--- config.mk ---
export PLATFORM = sky130hd
export DESIGN_NAME = alu_mul_seq_flat
export DESIGN_NICKNAME = d
export VERILOG_FILES = /design/src/rtl/alu_mul_seq.sv /design/src/rtl/alu_mul_seq_if.sv /design/src/flat_wrapper.sv
export SDC_FILE = /design/constraint.sdc
export NUM_CORES = 1
export LEC_CHECK = 0
export ABC_CLOCK_PERIOD_IN_PS = 2700
export BUFFER_PORTS_ARGS = -buffer_cell sky130_fd_sc_hd__buf_2
export CORE_ASPECT_RATIO = 0.7
export CORE_MARGIN = 10
export CORE_UTILIZATION = 53
export CTS_BUF_LIST = sky130_fd_sc_hd__clkbuf_8
export DETAILED_ROUTE_END_ITERATION = 16
export PLACE_DENSITY = 0.82
export RECOVER_POWER = 50
export SLEW_MARGIN = 20
export SYNTH_ARGS = -nofsm -noshare
export SYNTH_HDL_FRONTEND = slang
export SYNTH_SLANG_ARGS = --single-unit
--- constraint.sdc ---
create_clock -name clk -period 2.7 [get_ports clk]
set_clock_uncertainty 0.1 [all_clocks]
set_input_delay 0.405 -clock clk [delete_from_list [all_inputs] [get_ports clk]]
set_output_delay 0.405 -clock clk [all_outputs]
set_load 0.01 [all_outputs]
--- src/rtl/alu_mul_seq.sv ---
// alu_mul_seq: shift-and-add 16x16 multiplier (low 16 bits) that borrows a multiplier-less LC-3b ALU
package lc3b_types;
    typedef logic [15:0] lc3b_word;
    typedef enum logic [3:0] {
        alu_add, alu_and, alu_not, alu_pass, alu_sll, alu_srl, alu_sra
    } lc3b_aluop;
endpackage

module alu_mul_seq
    import lc3b_types::*;
#(
    parameter bit EARLY_EXIT = 1'b1
) (
    input logic         clk,
    input logic         reset,
    alu_mul_seq_if.slave bus
);
    typedef enum logic [2:0] {IDLE, CHECK, ADD, SLL, SRL, DONE} state_t;

    state_t     state_q, state_d;
    lc3b_word   acc_q, acc_d;
    lc3b_word   mcand_q, mcand_d;
    lc3b_word   mplier_q, mplier_d;
    lc3b_word   result_q, result_d;
    logic [4:0] iter_q, iter_d;
    lc3b_aluop  aluop;
    lc3b_word   alu_a, alu_b;

    // state and datapath registers; reset aborts any multiply and clears the result
    always_ff @(posedge clk) begin
        if (reset) begin
            state_q  <= IDLE;
            acc_q    <= '0;
            mcand_q  <= '0;
            mplier_q <= '0;
            result_q <= '0;
            iter_q   <= '0;
        end else begin
            state_q  <= state_d;
            acc_q    <= acc_d;
            mcand_q  <= mcand_d;
            mplier_q <= mplier_d;
            result_q <= result_d;
            iter_q   <= iter_d;
        end
    end

    // sequencing and ALU drive; the ALU sees alu_pass with zero operands whenever we are not using it
    always_comb begin
        state_d  = state_q;
        acc_d    = acc_q;
        mcand_d  = mcand_q;
        mplier_d = mplier_q;
        result_d = result_q;
        iter_d   = iter_q;
        aluop    = alu_pass;
        alu_a    = '0;
        alu_b    = '0;
        case (state_q)
            IDLE: if (bus.start) begin
                acc_d    = '0;
                mcand_d  = bus.op_a;
                mplier_d = bus.op_b;
                iter_d   = '0;
                state_d  = CHECK;
            end
            CHECK: if ((EARLY_EXIT && mplier_q == '0) || iter_q == 5'd16) begin
                // acc is final here and unchanged in DONE, so load result now to have it valid alongside done
                result_d = acc_q;
                state_d  = DONE;
            end else begin
                state_d  = mplier_q[0] ? ADD : SLL;
            end
            ADD: begin
                aluop   = alu_add;
                alu_a   = acc_q;
                alu_b   = mcand_q;
                acc_d   = bus.alu_f;
                state_d = SLL;
            end
            SLL: begin
                aluop   = alu_sll;
                alu_a   = mcand_q;
                alu_b   = 16'h0001;
                mcand_d = bus.alu_f;
                state_d = SRL;
            end
            SRL: begin
                aluop    = alu_srl;
                alu_a    = mplier_q;
                alu_b    = 16'h0001;
                mplier_d = bus.alu_f;
                iter_d   = iter_q + 5'd1;
                state_d  = CHECK;
            end
            DONE:    state_d = IDLE;
            default: state_d = IDLE;
        endcase
    end

    assign bus.busy      = state_q != IDLE;
    assign bus.done      = state_q == DONE;
    assign bus.result    = result_q;
    assign bus.alu_aluop = aluop;
    assign bus.alu_a     = alu_a;
    assign bus.alu_b     = alu_b;
endmodule

--- src/rtl/alu_mul_seq_if.sv ---
// alu_mul_seq_if: requester start/busy/done handshake plus the drive lines to the shared ALU
interface alu_mul_seq_if;
    logic        start;
    logic [15:0] op_a;
    logic [15:0] op_b;
    logic        busy;
    logic        done;
    logic [15:0] result;
    logic [3:0]  alu_aluop;
    logic [15:0] alu_a;
    logic [15:0] alu_b;
    logic [15:0] alu_f;

    modport master (
        output start, op_a, op_b, alu_f,
        input  busy, done, result, alu_aluop, alu_a, alu_b
    );

    modport slave (
        input  start, op_a, op_b, alu_f,
        output busy, done, result, alu_aluop, alu_a, alu_b
    );
endinterface

--- src/flat_wrapper.sv ---
// flat-port wrapper written by rule: the top's interface ports become plain ports
module alu_mul_seq_flat import lc3b_types::*;
#(
    parameter bit EARLY_EXIT = 1'b1
)
  (clk, reset, bus_start, bus_op_a, bus_op_b, bus_alu_f, bus_busy, bus_done, bus_result, bus_alu_aluop, bus_alu_a, bus_alu_b);
  alu_mul_seq_if bus_i ();
  input logic clk;
  input logic reset;
  input wire logic [$bits(bus_i.start)-1:0] bus_start;
  input wire logic [$bits(bus_i.op_a)-1:0] bus_op_a;
  input wire logic [$bits(bus_i.op_b)-1:0] bus_op_b;
  input wire logic [$bits(bus_i.alu_f)-1:0] bus_alu_f;
  output wire logic [$bits(bus_i.busy)-1:0] bus_busy;
  output wire logic [$bits(bus_i.done)-1:0] bus_done;
  output wire logic [$bits(bus_i.result)-1:0] bus_result;
  output wire logic [$bits(bus_i.alu_aluop)-1:0] bus_alu_aluop;
  output wire logic [$bits(bus_i.alu_a)-1:0] bus_alu_a;
  output wire logic [$bits(bus_i.alu_b)-1:0] bus_alu_b;
  assign bus_i.start = bus_start;
  assign bus_i.op_a = bus_op_a;
  assign bus_i.op_b = bus_op_b;
  assign bus_i.alu_f = bus_alu_f;
  assign bus_busy = bus_i.busy;
  assign bus_done = bus_i.done;
  assign bus_result = bus_i.result;
  assign bus_alu_aluop = bus_i.alu_aluop;
  assign bus_alu_a = bus_i.alu_a;
  assign bus_alu_b = bus_i.alu_b;
  alu_mul_seq #(.EARLY_EXIT(EARLY_EXIT)) u_core (.clk(clk), .reset(reset), .bus(bus_i));
endmodule
==> results of run 1 <==
-- registers in the layout, indices dropped and copies added, names as in the netlist --
name / flops
u_core.bus.result: 16
u_core.state_q: 3
u_core.iter_q: 5
u_core.acc_q: 16
u_core.mplier_q: 16
u_core.mcand_q: 16
-- cell type report --
type | count | area, um^2 | area share (%)
Clock buffer | 10 | 137.6 | 3.253
Clock inverter | 6 | 107.6 | 2.543
Timing Repair Buffer | 116 | 590.6 | 13.96
Inverter | 4 | 15.01 | 0.3548
Tap cell | 78 | 97.59 | 2.306
Multi-Input combinational cell | 341 | 1842 | 43.52
Sequential cell | 72 | 1441 | 34.06
-- kinds of logic after synthesis --
family | after synthesis | share of synthesized area (%)
AOI/OAI and AO/OA | 126 | 24.29
xor gates and xnor gates | 3 | 0.7547
adders and majority gates | 2 | 0.7185
buffers and inverters | 48 | 5.893
DFF | 72 | 41.39
other | 1 | 0.1077
and+or+nand+nor | 209 | 26.84
-- metrics by stage --
| stage | setup WS (ps) | power, mW | utilization, % | std cells | hold WS, ps |
|---|---|---|---|---|---|
| floorplan | 583.8 | 1.683 | - | 461 | 353.1 |
| global placement | 543.2 | 1.864 | 63.71 | 611 | 363.4 |
| detailed placement | 456.7 | 1.886 | 63.71 | 611 | 368.9 |
| CTS | 53.49 | 2.919 | 67.60 | 627 | 201.6 |
| global route | 18.00 | 3.049 | 67.10 | 627 | 208.1 |
| finish | 190.7 | 2.923 | 67.10 | 627 | 202.2 |
-- synth_stat cells (all sizes together) --
| master | number |
|---|---|
| nand2 | 101 |
| dfxtp | 72 |
| nor2 | 42 |
| a21oi | 35 |
| o21ai | 33 |
| a311oi | 32 |
| nand3 | 32 |
| clkbuf | 31 |
| and2 | 20 |
| a22oi | 16 |
| buf | 13 |
| inv | 4 |
| or4 | 4 |
| nor2b | 3 |
| nor3 | 3 |
| ha | 2 |
| o2111ai | 2 |
| xor2 | 2 |
| a211oi | 1 |
| a21o | 1 |
| a2bb2oi | 1 |
| conb | 1 |
| nand2b | 1 |
| o211a | 1 |
| o21a | 1 |
| o21bai | 1 |
| o41a | 1 |
| o41ai | 1 |
| or2 | 1 |
| or3 | 1 |
| or4bb | 1 |
| xnor2 | 1 |
-- how the worst max path moves through the flow --
stage | startpoint | slack, ps | to
after global routing | u_core.state_q[1] | 20 | bus_alu_b[11]
after CTS | u_core.state_q[1] | 50 | bus_alu_b[2]
final | u_core.state_q[1] | 190 | bus_alu_b[11]
after floorplan | u_core.state_q[2] | 580 | bus_alu_a[0]
after detailed placement | u_core.state_q[1] | 460 | bus_alu_b[2]
after global placement | u_core.mplier_q[10] | 540 | u_core.bus.result[4]
-- power by group --
part	total (mW)	internal (mW)	switching [mW]
registers	1.25	1.16	0.0928
clock network	1.05	0.636	0.414
logic	0.620	0.202	0.418
-- worst max-delay path, stage by stage, from the launching register on --
cell,delay (ps)
dfxtp_1,390
nor2b_1,400
inv_1,180
nor2_4,350
and2_1,200
buf_2,130
-- cell usage in the layout (no fill, tap or decap), types with 10 or more instances in the layout --
cell / count
a311oi_1: 32
nand2_1: 101
nor2_1: 41
clkbuf_1: 20
buf_2: 85
nand3_1: 31
clkbuf_8: 10
o21ai_0: 24
a21oi_1: 35
and2_1: 19
dfxtp_1: 72
a22oi_1: 16
-- per-layer routing --
metal	wire (um)	vias up	global-route usage, %
li1	-	1778	-
met1	4627	1789	26.10
met2	5520	195	37.04
met3	1042	24	6.694
met4	198	0	7.718
met5	0	-	0
==> flow_summary.toml, run 1 <==
[run_status]
status = "completed"

[synthesis]
biggest_area_consumer_among_synthesized_cells = "dfxtp_1"
synthesis.nets = 514
netlist_area_mm2 = 0.003482
synth_sequential_area_ratio_pct = 41.39
synth.ff_latch_count = 72
yosys.area.top_type_share_pct = 41.39
ys_top_cells_by_area = "dfxtp_1 41%, nand2_1 11%, a311oi_1 8.0%"
yosys.cell_types.count = 40
synth.avg_cell_area_um2 = 7.553
synth.yosys.warnings = 0
synthesized_netlist_cell_count = 461

[route]
drt_first_pass_iters = 5
viasPerCell = 6.038
via_count = 3786
antenna_left = 0
drt_drc_violations_left = 0
drt-total-wl_um = 11390
wl_per_cell_um = 18.16
initialDrtViolationCount = 286

[cts]
cts.repair_timing.setup_buffer_count = 0
post_cts.resized_instances = 0
cts_htree_levels = 3
clk_latency_ps = 360
cts_num_sinks = 72
cts-root-to-sink-buffers = 2
cts_root_buffer = "clkbuf_8"
post_cts_hold_buffer_count = 0
clkTransAtPathRegs_ps = 80
cts_inserted_buffers = 9
cts_tree = "built"

[grt]
gr_ovfl_total = 0
grtUsageTotal_pct = 21.99
antenna_found_initial = 0
grt_pass1_vias = 3642
grt_max_degree = 38
grt_first_pass_wirelength_um = 18040

[sta]
fin_setup_tns_ps = 0
rsz_0062_raised_after_global_routing = "no"
post-route-min-period_ps = 2509
slew_headroom_pct = 18.57
finalMaxSlewViolations = 0
highest_attainable_clock_frequency_mhz = 398.5
timing.final.setup_violations = 0
tightestPinTransition_ps = 1217
final_min_period_over_clock_period_pct = 92.94
hold_violations = 0

[worst_setup_path]
worstReg2RegEnd = "u_core.mcand_q[0]"
critPathKind = "flip-flop to output pin"
worst_ep_required_time_ps = 2190
critical_path.startpoint_type = "flip-flop"
r2r_slack_ps = 220
data_arrival_at_the_endpoint_of_the_critical_path_ps = 2000
cp_max_fo = 19
ff_to_ff_path_depth = 4
worst_setup_path_end_kind = "output pin"
r2r-start = "u_core.state_q[0]"

[die]
placeableCoreArea_mm2 = 0.006306
io_pins = 105
initial_core_util_pct = 55.22
die_y_um = 87.82
die-width_um = 116.9
core.rowCount = 24
total_die_area_mm2 = 0.01026

[cells_and_area]
filler_cell_count = 571
layout.nets = 597
synthToLayoutAreaGrowth_pct = 21.52
layout_cell_share_with_drive_strength_beyond_1_pct = 21.68
design_area_mm2 = 0.004232
antenna-diode-count = 0

[placement]
finalWeightedCongestion = 0.9528
io_buffer_count = 103
placed_wire_length_estimate_um = 8388
post_dp_cell_area_mm2 = 0.004018

[worst_hold_path]
hold_path_startpoint = "bus_op_a[2]"
worst_hold_stages = 3
hold_end = "u_core.mcand_q[2]"
hold_class = "primary input to flip-flop"

[run]
number_of_maximum_capacitance_constraint_violations = 0

[pwr]
power.static_leakage_nw = 1.724
power_density_mw_per_mm2 = 690.7
vdd.ir_drop.worst_uv = 402.9
No activity file was read; power rests on OpenSTA's default activity.
==> run 2: changes to the inputs <==
ABC_CLOCK_PERIOD_IN_PS = 3100   (was 2700)
CAP_MARGIN = 25   (was unset)
CORE_MARGIN = 2   (was 10)
CORE_UTILIZATION = 55   (was 53)
PLACE_DENSITY = 0.85   (was 0.82)
clock period = 3.1 ns   (was 2.7 ns; I/O delays follow)
==> run 2 against run 1 <==
Against the previous run:
- setup slack worse by 36 ps
- clock-buffer cell count did not move
- register-to-register slack better by 80 ps
- total power is 18% lower
- highest routed layer unchanged
- first-iteration DRC count increased by 11%
- combinational power down 16%
- sequential power is 11% lower
- design area decreased by 1.2%
- clock power decreased by 28%
==> flow_summary.toml, run 2 (synthesized netlist as in run 1, its figures left out) <==
[worst_setup_path]
cp_max_fo = 28
worst_ep_required_time_ps = 2530
critPathKind = "flip-flop to output pin"
worst_setup_path_end_kind = "output pin"
critical_path.startpoint_type = "flip-flop"
data_arrival_at_the_endpoint_of_the_critical_path_ps = 2380

[sta]
slew_headroom_pct = 12.45
hold_violations = 0
timing.final.setup_violations = 0
post-route-min-period_ps = 2945
fin_setup_tns_ps = 0
rsz_0062_raised_after_global_routing = "no"
highest_attainable_clock_frequency_mhz = 339.5
tightestPinTransition_ps = 1308
setup_ws_ps = 154.7
final_min_period_over_clock_period_pct = 95.01
hold_slack_ps = 271.3
finalMaxSlewViolations = 0

[route]
initialDrtViolationCount = 317
drt_first_pass_iters = 5
viasPerCell = 5.989
drt-total-wl_um = 10250
wl_per_cell_um = 16.39
antenna_left = 0
via_count = 3743
drt_drc_violations_left = 0

[grt]
antenna_found_initial = 0
gr_ovfl_total = 0
grt_pass1_vias = 3439
grt_max_degree = 45
grt_first_pass_wirelength_um = 16420
grtUsageTotal_pct = 29.37

[cts]
cts_root_buffer = "clkbuf_8"
cts.repair_timing.setup_buffer_count = 0
clkTransAtPathRegs_ps = 80
cts_tree = "built"
cts_htree_levels = 3
cts-root-to-sink-buffers = 2
post_cts.resized_instances = 0
cts_num_sinks = 72
clk_latency_ps = 350
cts_inserted_buffers = 9
post_cts_hold_buffer_count = 0

[placement]
numPlacedInstances = 609
io_buffer_count = 103
placement.setup.worst_slack_ps = 566.8
placed_wire_length_estimate_um = 7229
post_dp_cell_area_mm2 = 0.004003
finalWeightedCongestion = 0.9135

[die]
total_die_area_mm2 = 0.006993
initial_core_util_pct = 56.29
die-width_um = 99.10
core.rowCount = 24
io_pins = 105
placeableCoreArea_mm2 = 0.006186
die_y_um = 70.57

[cells_and_area]
final_cell_mix = "101 x nand2_1, 86 x buf_2, 72 x dfxtp_1"
final_core_utilization_pct = 67.58
layout.nets = 595
layout_commonest_cell = "nand2_1"
synthToLayoutAreaGrowth_pct = 20.05
filler_cell_count = 567
finalNonFillerCells = 625
layout_cell_share_with_drive_strength_beyond_1_pct = 21.57
design_area_mm2 = 0.004180
antenna-diode-count = 0

[run_status]
status = "completed"

[pwr]
power_density_mw_per_mm2 = 570.7
power.static_leakage_nw = 1.689
post-layout-total-power_mw = 2.386
vdd.ir_drop.worst_uv = 268.5

[worst_hold_path]
hold_class = "primary input to flip-flop"

[run]
number_of_maximum_capacitance_constraint_violations = 0
==> run 2: power by group <==
group	internal [mW]	leakage, nW	switching [mW]	total [mW]
clock	0.396	0.0989	0.361	0.757
combinational	0.178	1.00	0.345	0.523
sequential	1.01	0.587	0.0953	1.11
==> run 2: final timing paths <==
path | startpoint | end | slack, ps | cells past startpoint
min reg2reg | u_core.bus.result[0] | u_core.bus.result[0] | 370 | 2
max reg2reg | u_core.state_q[0] | u_core.mcand_q[15] | 300 | 4
max | u_core.state_q[0] | bus_alu_a[8] | 150 | 4
min | bus_op_a[10] | u_core.mcand_q[10] | 270 | 3
==> run 2: area by class of cell <==
type,count,area [um^2],area share (%)
clock inverter,6,67.56,1.616
tap,78,97.59,2.335
timing repair buffer,114,585.6,14.01
clock buffer,10,137.6,3.292
multi-input combinational,341,1836,43.91
sequential,72,1441,34.48
inverter,4,15.01,0.3592
==> run 2: worst max-delay path, cell delays in order, from the launching register on <==
cell	delay, ps
dfxtp_1	910
and2_1	700
nand2_1	110
o21ai_0	120
buf_2	180
==> run 2: metal layers <==
layer / GRT usage, % / wire length [um]
met4: 11.26 / 272
met1: 40.26 / 4272
met3: 6.719 / 1038
met5: 0 / 0
met2: 45.65 / 4663
==> run 3: changes to the inputs <==
CELL_PAD_IN_SITES_DETAIL_PLACEMENT = 1   (was unset)
CELL_PAD_IN_SITES_GLOBAL_PLACEMENT = 1   (was unset)
CORE_UTILIZATION = 41   (was 55)
PLACE_DENSITY = unset   (was 0.85)
PLACE_DENSITY_LB_ADDON = 0.1   (was unset)
==> run 3 against run 2 <==
Against the previous run:
- clock power fell by 7.8%
- clock-buffer cell count unchanged
- non-clock buffer count is 1 lower
- final cell count rose by 4.2%
- largest power group unchanged
- highest routed layer unchanged
==> flow_summary.toml, run 3 (synthesized netlist as in run 1, its figures left out) <==
[run_status]
status = "completed"

[cells_and_area]
storage_cell_area_mm2 = 0.001441
multi_input_gate_area_in_the_final_layout_mm2 = 0.001832
design_area_mm2 = 0.004187
layout_cell_share_with_drive_strength_beyond_1_pct = 20.88
final_cell_mix = "101 x nand2_1, 85 x buf_2, 72 x dfxtp_1"
layout.nets = 594
layout_commonest_cell = "nand2_1"
antenna-diode-count = 0
finalNonFillerCells = 651
synthToLayoutAreaGrowth_pct = 20.23
filler_cell_count = 1093

[sta]
post-route-min-period_ps = 2814
tightestPinTransition_ps = 1267
final_min_period_over_clock_period_pct = 90.76
fin_setup_tns_ps = 0
hold_slack_ps = 257.7
finalMaxSlewViolations = 0
rsz_0062_raised_after_global_routing = "no"
highest_attainable_clock_frequency_mhz = 355.4
slew_headroom_pct = 15.20
setup_ws_ps = 286.3
timing.final.setup_violations = 0
hold_violations = 0

[grt]
antenna_found_initial = 0
grt_pass1_vias = 3753
grtUsageTotal_pct = 27.19
grt_max_degree = 39
gr_ovfl_total = 0
grt_first_pass_wirelength_um = 19310

[pwr]
power_density_mw_per_mm2 = 559.5
power.static_leakage_nw = 1.664
vdd.ir_drop.worst_uv = 223.5

[placement]
io_buffer_count = 103
placement.setup.worst_slack_ps = 716.8
numPlacedInstances = 635
finalWeightedCongestion = 0.8541
placed_wire_length_estimate_um = 8899
post_dp_cell_area_mm2 = 0.004041

[die]
placeableCoreArea_mm2 = 0.008338
total_die_area_mm2 = 0.009258
initial_core_util_pct = 41.76
core.rowCount = 28
die-width_um = 114.2
die_y_um = 81.11
io_pins = 105

[worst_setup_path]
cp_max_fo = 21
r2r-start = "u_core.state_q[2]"
worst_ep_required_time_ps = 2530
destination_of_the_critical_timing_path = "bus_alu_a[13]"
critPathKind = "flip-flop to output pin"
start_point_of_the_critical_path = "u_core.state_q[2]"
worstReg2RegEnd = "u_core.mplier_q[1]"
r2r_slack_ps = 510
critical_path.startpoint_type = "flip-flop"
data_arrival_at_the_endpoint_of_the_critical_path_ps = 2250
worst_setup_path_end_kind = "output pin"
ff_to_ff_path_depth = 5

[route]
routed-wl-met2_um = 5988
top_layer_used = "met4"
initialDrtViolationCount = 232
antenna_left = 0
drt-total-wl_um = 12150
wl_per_cell_um = 18.67
met3RoutedLength_um = 538
drt_drc_violations_left = 0
via_count = 3674
routedLengthMet1_um = 5415
drt_first_pass_iters = 4
viasPerCell = 5.644

[cts]
clkTransAtPathRegs_ps = 80
cts_htree_levels = 3
cts_tree = "built"
post_cts.resized_instances = 0
cts-root-to-sink-buffers = 2
post_cts_hold_buffer_count = 0
cts.repair_timing.setup_buffer_count = 0
cts_inserted_buffers = 9
cts_root_buffer = "clkbuf_8"
cts_num_sinks = 72
clk_latency_ps = 360

[worst_hold_path]
hold_class = "primary input to flip-flop"
worst_hold_stages = 3

[run]
number_of_maximum_capacitance_constraint_violations = 0
## run 3: changes by cell type in the layout (fill, tap and decap cells not counted), sizes merged
cell      delta
buf          -3
bufinv       -1
clkbuf       +2
clkinv       -1
clkinvlp     +2
## run 3: area by class of cell
cell class | instances | area share, %
Timing Repair Buffer | 113 | 13.99
Tap cell | 105 | 3.138
Clock inverter | 6 | 1.046
Inverter | 4 | 0.3586
Sequential cell | 72 | 34.43
Clock buffer | 10 | 3.288
Multi-Input combinational cell | 341 | 43.75
## run 3: metrics by stage
stage | power, mW | utilization [%]
after floorplan | 1.466 | -
after global placement | 1.649 | 48.47
after detailed placement | 1.672 | 48.47
after CTS | 2.367 | 50.65
after global routing | 2.468 | 50.21
final | 2.342 | 50.21
## run 3: critical path: stages (launching register included)
cell and delay (ps):
dfxtp_1 410, nor2b_1 180, buf_4 270, and2_1 610, nand2_1 130, o21ai_0 110
buf_2 160
## run 3: power breakdown
group / internal, mW / switching, mW / leakage [nW] / total, mW
sequential: 1.01 / 0.0788 / 0.587 / 1.09
combinational: 0.176 / 0.378 / 0.996 / 0.555
clock: 0.313 / 0.385 / 0.0809 / 0.698
total: 1.50 / 0.842 / 1.66 / 2.34
## run 3: worst min path at each step
stage                                 to                 start  slack [ps]
floorplan           u_core.bus.result[6]       u_core.acc_q[6]         350
global placement    u_core.bus.result[3]  u_core.bus.result[3]         360
detailed placement  u_core.bus.result[0]  u_core.bus.result[0]         370
CTS                   u_core.mcand_q[12]          bus_op_a[12]         250
global route          u_core.mcand_q[11]          bus_op_a[11]         260
finish                u_core.mcand_q[12]          bus_op_a[12]         260
## run 3: layer usage
metal  vias up  global-route usage [%]
li1       1774                       -
met1      1791                   34.13
met2        89                   46.55
met3        20                   7.239
met4         0                   7.561
met5         -                       0
